==> config.mk <==
export PLATFORM = sky130hd
export DESIGN_NAME = input_password
export DESIGN_NICKNAME = d
export VERILOG_FILES = /design/src/rtl/input_password_pkg.sv /design/src/rtl/input_password_keypad_scanner.sv /design/src/rtl/input_password.sv
export SDC_FILE = /design/constraint.sdc
export NUM_CORES = 1
export LEC_CHECK = 0
export ABC_AREA = 1
export CAP_MARGIN = 20
export CORE_ASPECT_RATIO = 0.75
export CORE_MARGIN = 2
export CORE_UTILIZATION = 49
export CTS_BUF_LIST = sky130_fd_sc_hd__clkbuf_16
export DETAILED_ROUTE_END_ITERATION = 10
export PLACE_DENSITY = 0.89
export SYNTH_ARGS = -nofsm -noshare
export SYNTH_HDL_FRONTEND = slang
export SYNTH_HIERARCHICAL = 1
export SYNTH_SLANG_ARGS = --single-unit
==> constraint.sdc <==
create_clock -name clk -period 2.2 [get_ports clk]
set_clock_uncertainty 0.2 [all_clocks]
set_input_delay 0.33 -clock clk [delete_from_list [all_inputs] [get_ports clk]]
set_output_delay 0.33 -clock clk [all_outputs]
set_load 0.02 [all_outputs]
==> src/rtl/input_password_pkg.sv <==
// Shared keypad constants and the column/row to hex-digit key map.
package input_password_pkg;

  localparam logic [3:0] COL_IDLE_ROW = 4'hF;
  localparam logic [3:0] COL_RESET    = 4'b0111;

  typedef struct packed {
    logic       valid;
    logic [3:0] digit;
  } key_t;

  // valid only when exactly one column and exactly one row are pulled low
  function automatic key_t decode_key(input logic [3:0] col, input logic [3:0] row);
    key_t       k;
    logic [1:0] c;
    logic [1:0] r;
    logic       c_ok;
    logic       r_ok;
    k    = '0;
    c    = 2'd0;
    r    = 2'd0;
    c_ok = 1'b1;
    r_ok = 1'b1;
    case (col)
      4'b0111: c = 2'd0;
      4'b1011: c = 2'd1;
      4'b1101: c = 2'd2;
      4'b1110: c = 2'd3;
      default: c_ok = 1'b0;
    endcase
    case (row)
      4'b0111: r = 2'd0;
      4'b1011: r = 2'd1;
      4'b1101: r = 2'd2;
      4'b1110: r = 2'd3;
      default: r_ok = 1'b0;
    endcase
    case ({c, r})
      4'h0: k.digit = 4'h1;
      4'h1: k.digit = 4'h4;
      4'h2: k.digit = 4'h7;
      4'h3: k.digit = 4'h0;
      4'h4: k.digit = 4'h2;
      4'h5: k.digit = 4'h5;
      4'h6: k.digit = 4'h8;
      4'h7: k.digit = 4'hF;
      4'h8: k.digit = 4'h3;
      4'h9: k.digit = 4'h6;
      4'hA: k.digit = 4'h9;
      4'hB: k.digit = 4'hE;
      4'hC: k.digit = 4'hA;
      4'hD: k.digit = 4'hB;
      4'hE: k.digit = 4'hC;
      default: k.digit = 4'hD;
    endcase
    k.valid = c_ok && r_ok;
    return k;
  endfunction

endpackage

==> src/rtl/input_password_keypad_scanner.sv <==
// Column scan with per-column dwell, scan freeze while any row is low,
// and a one-shot key strobe on the first sample of a single-key press.
module keypad_scanner
  import input_password_pkg::*;
#(
  parameter int SCAN_DIV = 1
) (
  input  logic       clk_i,
  input  logic       rst_ni,
  input  logic [3:0] row_i,
  output logic [3:0] col_o,
  output logic       key_stb_o,
  output logic [3:0] digit_o
);

  localparam int CNT_W = (SCAN_DIV > 1) ? $clog2(SCAN_DIV) : 1;
  localparam logic [CNT_W-1:0] CNT_MAX = CNT_W'(SCAN_DIV - 1);

  logic [3:0]       col_q, col_d;
  logic [CNT_W-1:0] cnt_q, cnt_d;
  logic             idle_q, idle_d;
  key_t             key;

  always_comb begin
    col_d  = col_q;
    cnt_d  = cnt_q;
    idle_d = (row_i == COL_IDLE_ROW);
    // any low row freezes the scan so the held key keeps its column
    if (row_i == COL_IDLE_ROW) begin
      if (cnt_q == CNT_MAX) begin
        cnt_d = '0;
        col_d = {col_q[0], col_q[3:1]};
      end else begin
        cnt_d = cnt_q + CNT_W'(1);
      end
    end
  end

  always_ff @(posedge clk_i or negedge rst_ni) begin
    if (!rst_ni) begin
      col_q  <= COL_RESET;
      cnt_q  <= '0;
      idle_q <= 1'b1;
    end else begin
      col_q  <= col_d;
      cnt_q  <= cnt_d;
      idle_q <= idle_d;
    end
  end

  assign key       = decode_key(col_q, row_i);
  assign key_stb_o = idle_q && key.valid;
  assign digit_o   = key.digit;
  assign col_o     = col_q;

endmodule

==> src/rtl/input_password.sv <==
// Keypad entry front end: scans the keypad and keeps the last four digits
// pressed as a 16-bit code, newest digit in the low nibble.
module input_password
  import input_password_pkg::*;
#(
  parameter int SCAN_DIV = 1
) (
  input  logic        clk,
  input  logic        rst,
  input  logic [3:0]  row,
  output logic [3:0]  col,
  output logic [15:0] code
);

  logic        key_stb;
  logic [3:0]  digit;
  logic [15:0] code_q, code_d;

  keypad_scanner #(
    .SCAN_DIV (SCAN_DIV)
  ) u_scanner (
    .clk_i     (clk),
    .rst_ni    (rst),
    .row_i     (row),
    .col_o     (col),
    .key_stb_o (key_stb),
    .digit_o   (digit)
  );

  always_comb begin
    code_d = code_q;
    if (key_stb) code_d = {code_q[11:0], digit};
  end

  always_ff @(posedge clk or negedge rst) begin
    if (!rst) code_q <= 16'h0000;
    else      code_q <= code_d;
  end

  assign code = code_q;

endmodule

==> results.yml, run 1 <==
run_status:
  outcome: "completed"
critical_path:
  crit_path_top_delay_cell: "clkdlybuf4s50_1"
  cp.arrival_ns: 1.46
  cp_top_family: "buffers and inverters"
  start_kind: "register"
  cp_cell_sequence: "clkdlybuf4s50_1"
  critical_path_depth: 1
  crit_path_end_kind: "output port"
  cp_num_buf_inv: 1
  cp.required_ns: 1.67
  crit_type: "register to output port"
  max_stage_delay_ns: 0.62
  path_max_fanout: 6
  r2r_cells: 10
floorplanning:
  core_area_um2: 2270
  die_area_um2: 2790
  num_io_pins: 26
  dieHeight_um: 46.2
  placement_rows: 15
  die_w_um: 60.3
  initial_utilization_pct: 51.3
clock_network:
  cts_resized: 0
  htreeDepth: 1
  tritoncts: "built"
  clock_path_buffers: 2
  cts_hold_buf: 0
  numCtsBuffers: 3
  clock_latency_ns: 0.25
  cts_root_buffer: "clkbuf_16"
  clkTransAtPathRegs_ns: 0.05
  cts_setup_buffers: 0
  clkSinkCount: 21
sta:
  final_hold_viol_count: 0
  final-setup-viol-count: 0
  fin_crit_ns: 1.99
  post-route-period-util_pct: 90.2
  slew_viol_final: 0
  fmax_mhz: 504
  grt_setup_unrepaired: "false"
  max_slew.worst_pin.slew_ns: 0.262
  maxSlewHeadroom_pct: 82.5
drt:
  vias: 1008
  ant_nets: 0
  routedWlPerCell_um: 11.2
  routed_wl_um: 2350
  route.detailed.drc: 0
  drt-initial-drc-count: 58
  via_per_inst: 4.82
  dr.pass1.iters: 4
yosys:
  synth_warnings: 6
  synth_top_area_cell: "dfrtp_1"
  synth_cells: 146
  ys_seq_elements: 21
  synth_cell_types: 19
  syn_area_per_cell_um2: 7.98
  ys_seq_area_share_pct: 45.5
  post-synth-top-area-fraction_pct: 36.5
  synth_area_leaders: "dfrtp_1 37%, nand2_1 18%, nand2_2 9.7%, dfstp_2 9.0%, nand3_1 4.7%"
  synth.cell_area_um2: 1160
  syn-num-nets: 154
cells_and_area:
  fin_nets: 184
  regArea_um2: 531
  synthToLayoutAreaGrowth_pct: 31.3
  instances_no_fill: 209
  layout-drive-gt1-share_pct: 23.4
  diodes: 0
  nFillCells: 182
  final_util_pct: 67.3
  fin_area_um2: 1530
  multi_input_comb_area_um2: 522
run:
  cap_violations: 0
grt:
  first_global_vias: 878
  grt_usage_pct: 18.4
  antenna_found_initial: 0
  grt_pass1_wl_um: 3770
  grt_max_degree: 22
  grt-ovfl-total: 0
place:
  portBuffers: 25
  post-place-cells: 205
  globalplace.congestion: 0.713
  post-dp-hpwl_um: 1780
  dpl-instance-area_um2: 1450
power_and_ir_drop:
  leakage_nw: 0.813
  p_per_area_nw_per_um2: 748
  ir_drop_mv: 0.392
min_path:
  hold_path_class: "primary input to async pin"
-- layout by cell type, fill, tap and decap left out --
cell	count
nand3_1	11
inv_8	1
dfrtp_1	17
clkbuf_16	3
buf_12	1
clkdlybuf4s50_1	25
a21oi_1	2
inv_1	11
ha_1	2
nand2_1	57
inv_2	3
nand2_4	3
nand2_2	18
buf_4	2
nand3_2	1
nor2_4	1
dfstp_2	4
clkinv_2	2
nor2_1	6
nor2_2	2
o21ai_0	3
-- metal layers --
metal	up-vias	wire, µm	track usage (%)	part of all wire [%]
li1	500	-	-	-
met1	455	1040	22.6	44
met2	41	1130	31.5	48
met3	12	109	4.21	4.6
met4	0	59	7.56	2.5
met5	-	0	0	0
-- final cells by class --
type                       instances  area share, %
tap                               34           2.78
clock buffer                       3           4.91
inverter                          16           4.58
sequential                        21           34.7
timing repair buffer              28           18.7
clock inverter                     1          0.245
multi-input combinational        106           34.1
-- metrics by stage --
step	setup slack (ns)	total power [mW]	hold slack, ns	setup TNS [ns]
floorplan	0.317	0.656	-0.166	0
global placement	0.119	0.763	0.259	0
detailed placement	-0.00547	0.777	0.262	-0.00547
CTS	0.206	1.15	0.228	0
global route	0.136	1.20	0.259	0
finish	0.215	1.14	0.220	0
-- synth_stat cells (all sizes together) --
cell and n:
a21oi 2, buf 3, clkinv 2, dfrtp 17, dfstp 4, ha 2
inv 14, nand2 78, nand3 12, nor2 9, o21ai 3
-- where the power goes --
| group | internal, mW | leakage, nW | switching, mW |
|---|---|---|---|
| clock | 0.242 | 0.0423 | 0.128 |
| sequential | 0.434 | 0.277 | 0.0400 |
| combinational | 0.122 | 0.494 | 0.178 |
| total | 0.798 | 0.813 | 0.346 |
-- flip-flops by register name, indices dropped and copies added (netlist names) --
register,count
u_scanner/idle_q,1
u_scanner/col_o,4
code,16
-- logic make-up after synthesis --
group | Yosys count | synth area share (%)
adders and majority gates | 2 | 2.15
buffers and inverters | 19 | 9.67
AOI/OAI and AO/OA | 5 | 2.15
and+or+nand+nor | 99 | 40.5
DFF | 21 | 45.5
-- worst paths after layout --
kind,start,slack (ns),end
hold / removal,rst,0.22,code[5]
setup / recovery,u_scanner/col_o[0],0.21,col[0]
min in group clk,code[15],0.27,code[15]
hold reg to reg,code[15],0.27,code[15]
max in group asynchronous,rst,1.31,u_scanner/idle_q
setup reg to reg,u_scanner/col_o[1],0.30,code[1]
Power figures use the tool's default switching activity.
==> run 2: changes to the inputs <==
--- a/config.mk
+++ b/config.mk
@@ -12,6 +12,8 @@
 export CORE_UTILIZATION = 49
 export CTS_BUF_LIST = sky130_fd_sc_hd__clkbuf_16
 export DETAILED_ROUTE_END_ITERATION = 10
+export GPL_TIMING_DRIVEN = 0
+export HOLD_SLACK_MARGIN = 0.03
 export PLACE_DENSITY = 0.89
 export SYNTH_ARGS = -nofsm -noshare
 export SYNTH_HDL_FRONTEND = slang
==> results.yml, run 2 (synthesized netlist as in run 1, its figures left out) <==
power_and_ir_drop:
  p_per_area_nw_per_um2: 750
  ir_drop_mv: 0.371
  total_power_mw: 1.15
  leakage_nw: 0.817
critical_path:
  crit_type: "register to output port"
  startpoint: "u_scanner/col_o[0]"
  cp_num_buf_inv: 1
  path_max_fanout: 6
  crit_path_top_delay_cell: "clkdlybuf4s50_1"
  crit_path_end_kind: "output port"
  rr_startpoint: "u_scanner/col_o[1]"
  start_kind: "register"
  cp.arrival_ns: 1.47
  cp_top_family: "buffers and inverters"
  cp_cell_sequence: "clkdlybuf4s50_1"
  max_stage_delay_ns: 0.63
  cp.required_ns: 1.67
place:
  dp_slack_ns: -0.0210
  portBuffers: 25
  globalplace.congestion: 0.727
  post-dp-hpwl_um: 1900
sta:
  slew_viol_final: 0
  setup_ws_ns: 0.197
  final-setup-viol-count: 0
  fmax_mhz: 499
  grt_setup_unrepaired: "false"
  maxSlewHeadroom_pct: 38.3
  final_hold_viol_count: 0
  fin_crit_ns: 2.00
  post-route-period-util_pct: 91.0
  max_slew.worst_pin.slew_ns: 0.923
drt:
  routedWlPerCell_um: 11.9
  route.detailed.drc: 0
  dr.pass1.iters: 4
  routed_wl_um: 2480
  drt-initial-drc-count: 40
  via_per_inst: 4.86
  vias: 1016
  ant_nets: 0
floorplanning:
  die_area_um2: 2790
  core_area_um2: 2270
  placement_rows: 15
  dieHeight_um: 46.2
  die_w_um: 60.3
  num_io_pins: 26
  initial_utilization_pct: 51.3
cells_and_area:
  layout_common_cells: "57 x nand2_1, 25 x clkdlybuf4s50_1, 18 x nand2_2, 17 x dfrtp_1, 11 x nand3_1"
  fin_nets: 184
  synthToLayoutAreaGrowth_pct: 32.0
  largest_reg_flops: 16
  layout-drive-gt1-share_pct: 24.0
  layout_commonest_cell: "nand2_1"
  nFillCells: 190
  diodes: 0
  final_util_pct: 67.7
clock_network:
  numCtsBuffers: 3
  cts_setup_buffers: 0
  htreeDepth: 1
  cts_root_buffer: "clkbuf_16"
  clock_path_buffers: 2
  clkTransAtPathRegs_ns: 0.06
  tritoncts: "built"
  clkSinkCount: 21
  clock_latency_ns: 0.25
  cts_resized: 0
  cts_hold_buf: 0
min_path:
  hold_path_class: "register to register"
  min_from: "code[15]"
run_status:
  outcome: "completed"
grt:
  grt-ovfl-total: 0
  grt_usage_pct: 19.6
  antenna_found_initial: 0
  first_global_vias: 907
  grt_max_degree: 22
  grt_pass1_wl_um: 3880
run:
  cap_violations: 0
run 2: cell types whose count changed in the layout (fill, tap and decap cells not counted):
cell / previous run / this run
buf_6: 0 / 2
buf_4: 2 / 0
inv_1: 11 / 10
clkinv_2: 2 / 3
run 2: power breakdown:
group / internal (mW) / total (mW) / switching (mW)
Sequential: 0.434 / 0.475 / 0.0408
Combinational: 0.120 / 0.298 / 0.178
Clock: 0.244 / 0.380 / 0.136
Total: 0.798 / 1.15 / 0.355
run 2: layout make-up:
| type | count | area, µm² | area share [%] |
|---|---|---|---|
| multi-input combinational | 106 | 522 | 33.9 |
| inverter | 16 | 70.1 | 4.56 |
| timing repair buffer | 25 | 250 | 16.3 |
| tap | 34 | 42.5 | 2.77 |
| buffer | 3 | 42.5 | 2.77 |
| clock buffer | 3 | 75.1 | 4.88 |
| clock inverter | 1 | 5.00 | 0.325 |
| sequential | 21 | 531 | 34.5 |
run 2: through the flow:
step | instance area (µm²) | cells | setup TNS (ns) | hold WS, ns
after global routing | 1540 | 209 | 0 | 0.301
after global placement | 1460 | 205 | 0 | 0.256
after CTS | 1540 | 209 | 0 | 0.283
after detailed placement | 1460 | 205 | -0.121 | 0.270
final | 1540 | 209 | 0 | 0.281
after floorplan | 1160 | 146 | 0 | -0.166
run 2: path summary, 6_finish.rpt:
path | end | slack, ns | depth (start not counted)
max | col[0] | 0.20 | 1
min | code[15] | 0.28 | 2
max reg2reg | code[4] | 0.25 | 11
min reg2reg | code[15] | 0.28 | 2
max in group asynchronous | code[3] | 0.84 | 1
min in group asynchronous | code[12] | 0.40 | 1
run 2: layer usage:
layer	track usage (%)	up-vias	part of all wire (%)	routed length (µm)
met2	35.0	41	50	1230
li1	-	502	-	-
met3	5.06	10	4.8	119
met4	9.33	0	2.7	67
met1	22.0	463	43	1060
met5	0	-	0	0
run 2: worst min-delay path: stages (launching register included):
cell     delay [ns]
dfrtp_1        0.34
nand2_1        0.06
nand2_1        0.05
==> run 3: changes to the inputs <==
--- a/config.mk
+++ b/config.mk
@@ -9,12 +9,12 @@
 export CAP_MARGIN = 20
 export CORE_ASPECT_RATIO = 0.75
 export CORE_MARGIN = 2
-export CORE_UTILIZATION = 49
+export CORE_UTILIZATION = 30
 export CTS_BUF_LIST = sky130_fd_sc_hd__clkbuf_16
 export DETAILED_ROUTE_END_ITERATION = 10
 export GPL_TIMING_DRIVEN = 0
 export HOLD_SLACK_MARGIN = 0.03
-export PLACE_DENSITY = 0.89
+export PLACE_DENSITY = 0.63
 export SYNTH_ARGS = -nofsm -noshare
 export SYNTH_HDL_FRONTEND = slang
 export SYNTH_HIERARCHICAL = 1
==> results.yml, run 3 (synthesized netlist as in run 1, its figures left out) <==
run_status:
  outcome: "completed"
critical_path:
  cp.arrival_ns: 1.45
  r2r_slack_ns: 0.31
  rr_startpoint: "u_scanner/col_o[1]"
  cp_num_buf_inv: 1
  cp_top_family: "buffers and inverters"
  crit_path_end_kind: "output port"
  r2r_cells: 11
  path_max_fanout: 6
  crit_path_top_delay_cell: "clkdlybuf4s50_1"
  crit_type: "register to output port"
  start_kind: "register"
  max_stage_delay_ns: 0.62
  cp.required_ns: 1.67
  r2r_end: "code[6]"
  cp_cell_sequence: "clkdlybuf4s50_1"
drt:
  ant_nets: 0
  route.detailed.drc: 0
  routedWlPerCell_um: 9.07
  vias: 923
  via_per_inst: 4.07
  drt-initial-drc-count: 54
  dr.pass1.iters: 4
  routed_wl_um: 2060
sta:
  final-setup-viol-count: 0
  finalSetupTns_ns: 0
  max_slew.worst_pin.slew_ns: 0.924
  grt_setup_unrepaired: "false"
  slew_viol_final: 0
  whs_ns: 0.273
  setup_ws_ns: 0.221
  final_hold_viol_count: 0
  post-route-period-util_pct: 89.9
  fmax_mhz: 505
  fin_crit_ns: 1.98
  maxSlewHeadroom_pct: 38.2
clock_network:
  cts_hold_buf: 0
  clock_latency_ns: 0.25
  cts_resized: 0
  clkSinkCount: 21
  numCtsBuffers: 3
  htreeDepth: 1
  clkTransAtPathRegs_ns: 0.06
  tritoncts: "built"
  cts_setup_buffers: 0
  cts_root_buffer: "clkbuf_16"
  clock_path_buffers: 2
power_and_ir_drop:
  ir_drop_mv: 0.294
  total_power_mw: 1.14
  switchingPower_mw: 0.338
  p_sw_share_pct: 29.8
  pwr-share-seq_pct: 41.5
  power_frac_clock_pct: 33.2
  p_per_area_nw_per_um2: 729
  leakage_nw: 0.817
  power.internal_mw: 0.798
  comb_power_share_pct: 25.3
floorplanning:
  placement_rows: 19
  num_io_pins: 26
  core_area_um2: 3680
  dieHeight_um: 58.0
  die_w_um: 76.0
  initial_utilization_pct: 31.6
  die_area_um2: 4400
min_path:
  holdPathEnd: "code[15]"
  min_from: "code[15]"
  hold_path_class: "register to register"
  hold_depth: 2
place:
  post-place-cells: 223
  globalplace.congestion: 0.800
  post-dp-hpwl_um: 1590
  portBuffers: 25
  dp_slack_ns: 0.0102
  dpl-instance-area_um2: 1480
cells_and_area:
  layout_common_cells: "57 x nand2_1, 25 x clkdlybuf4s50_1, 18 x nand2_2, 17 x dfrtp_1, 11 x nand3_1"
  layout_commonest_cell: "nand2_1"
  diodes: 0
  instances_no_fill: 227
  fin_nets: 184
  fin_area_um2: 1560
  layout-drive-gt1-share_pct: 24.0
  synthToLayoutAreaGrowth_pct: 33.9
  largest_reg_flops: 16
  final_util_pct: 42.3
  nFillCells: 371
grt:
  grt_usage_pct: 10.2
  grt-ovfl-total: 0
  antenna_found_initial: 0
  grt_pass1_wl_um: 3590
  grt_max_degree: 22
  first_global_vias: 814
run:
  cap_violations: 0
==> run 3: cell counts in the layout (fill, tap and decap cells not counted) <==
Identical to the previous run, type by type.
==> run 3: how the worst max path moves through the flow <==
stage / end / start / slack [ns] / depth (start not counted)
after floorplan: code[10] / u_scanner/col_o[1] / 0.32 / 11
after CTS: col[0] / u_scanner/col_o[0] / 0.21 / 1
after global placement: code[4] / row[2] / 0.02 / 12
final: col[2] / u_scanner/col_o[2] / 0.22 / 1
after detailed placement: code[10] / row[2] / 0.01 / 12
after global routing: code[6] / row[2] / 0.13 / 12
==> run 3: layer usage <==
metal	share of wire [%]	track usage [%]	vias to the layer above	wire length [µm]
met1	52	14.1	394	1070
met5	0	0	-	0
li1	-	-	503	-
met2	42	15.6	21	857
met4	2.3	5.45	0	48
met3	3.9	2.02	5	81
==> run 3: power groups by stage <==
stage | registers [mW] | logic [mW] | clock network (mW)
after floorplan | 0.518 | 0.139 | 0
after global placement | 0.479 | 0.289 | 0
after detailed placement | 0.479 | 0.290 | 0
after CTS | 0.473 | 0.290 | 0.385
after global routing | 0.479 | 0.320 | 0.404
final | 0.472 | 0.288 | 0.377
==> run 3: area by class of cell <==
type,count,area [µm²],share of cell area [%]
clock buffer,3,75.1,4.81
multi-input combinational,106,522,33.4
buffer,3,42.5,2.73
timing repair buffer,25,250,16.0
clock inverter,1,5.00,0.321
inverter,16,70.1,4.49
tap,52,65.1,4.17
sequential,21,531,34.0
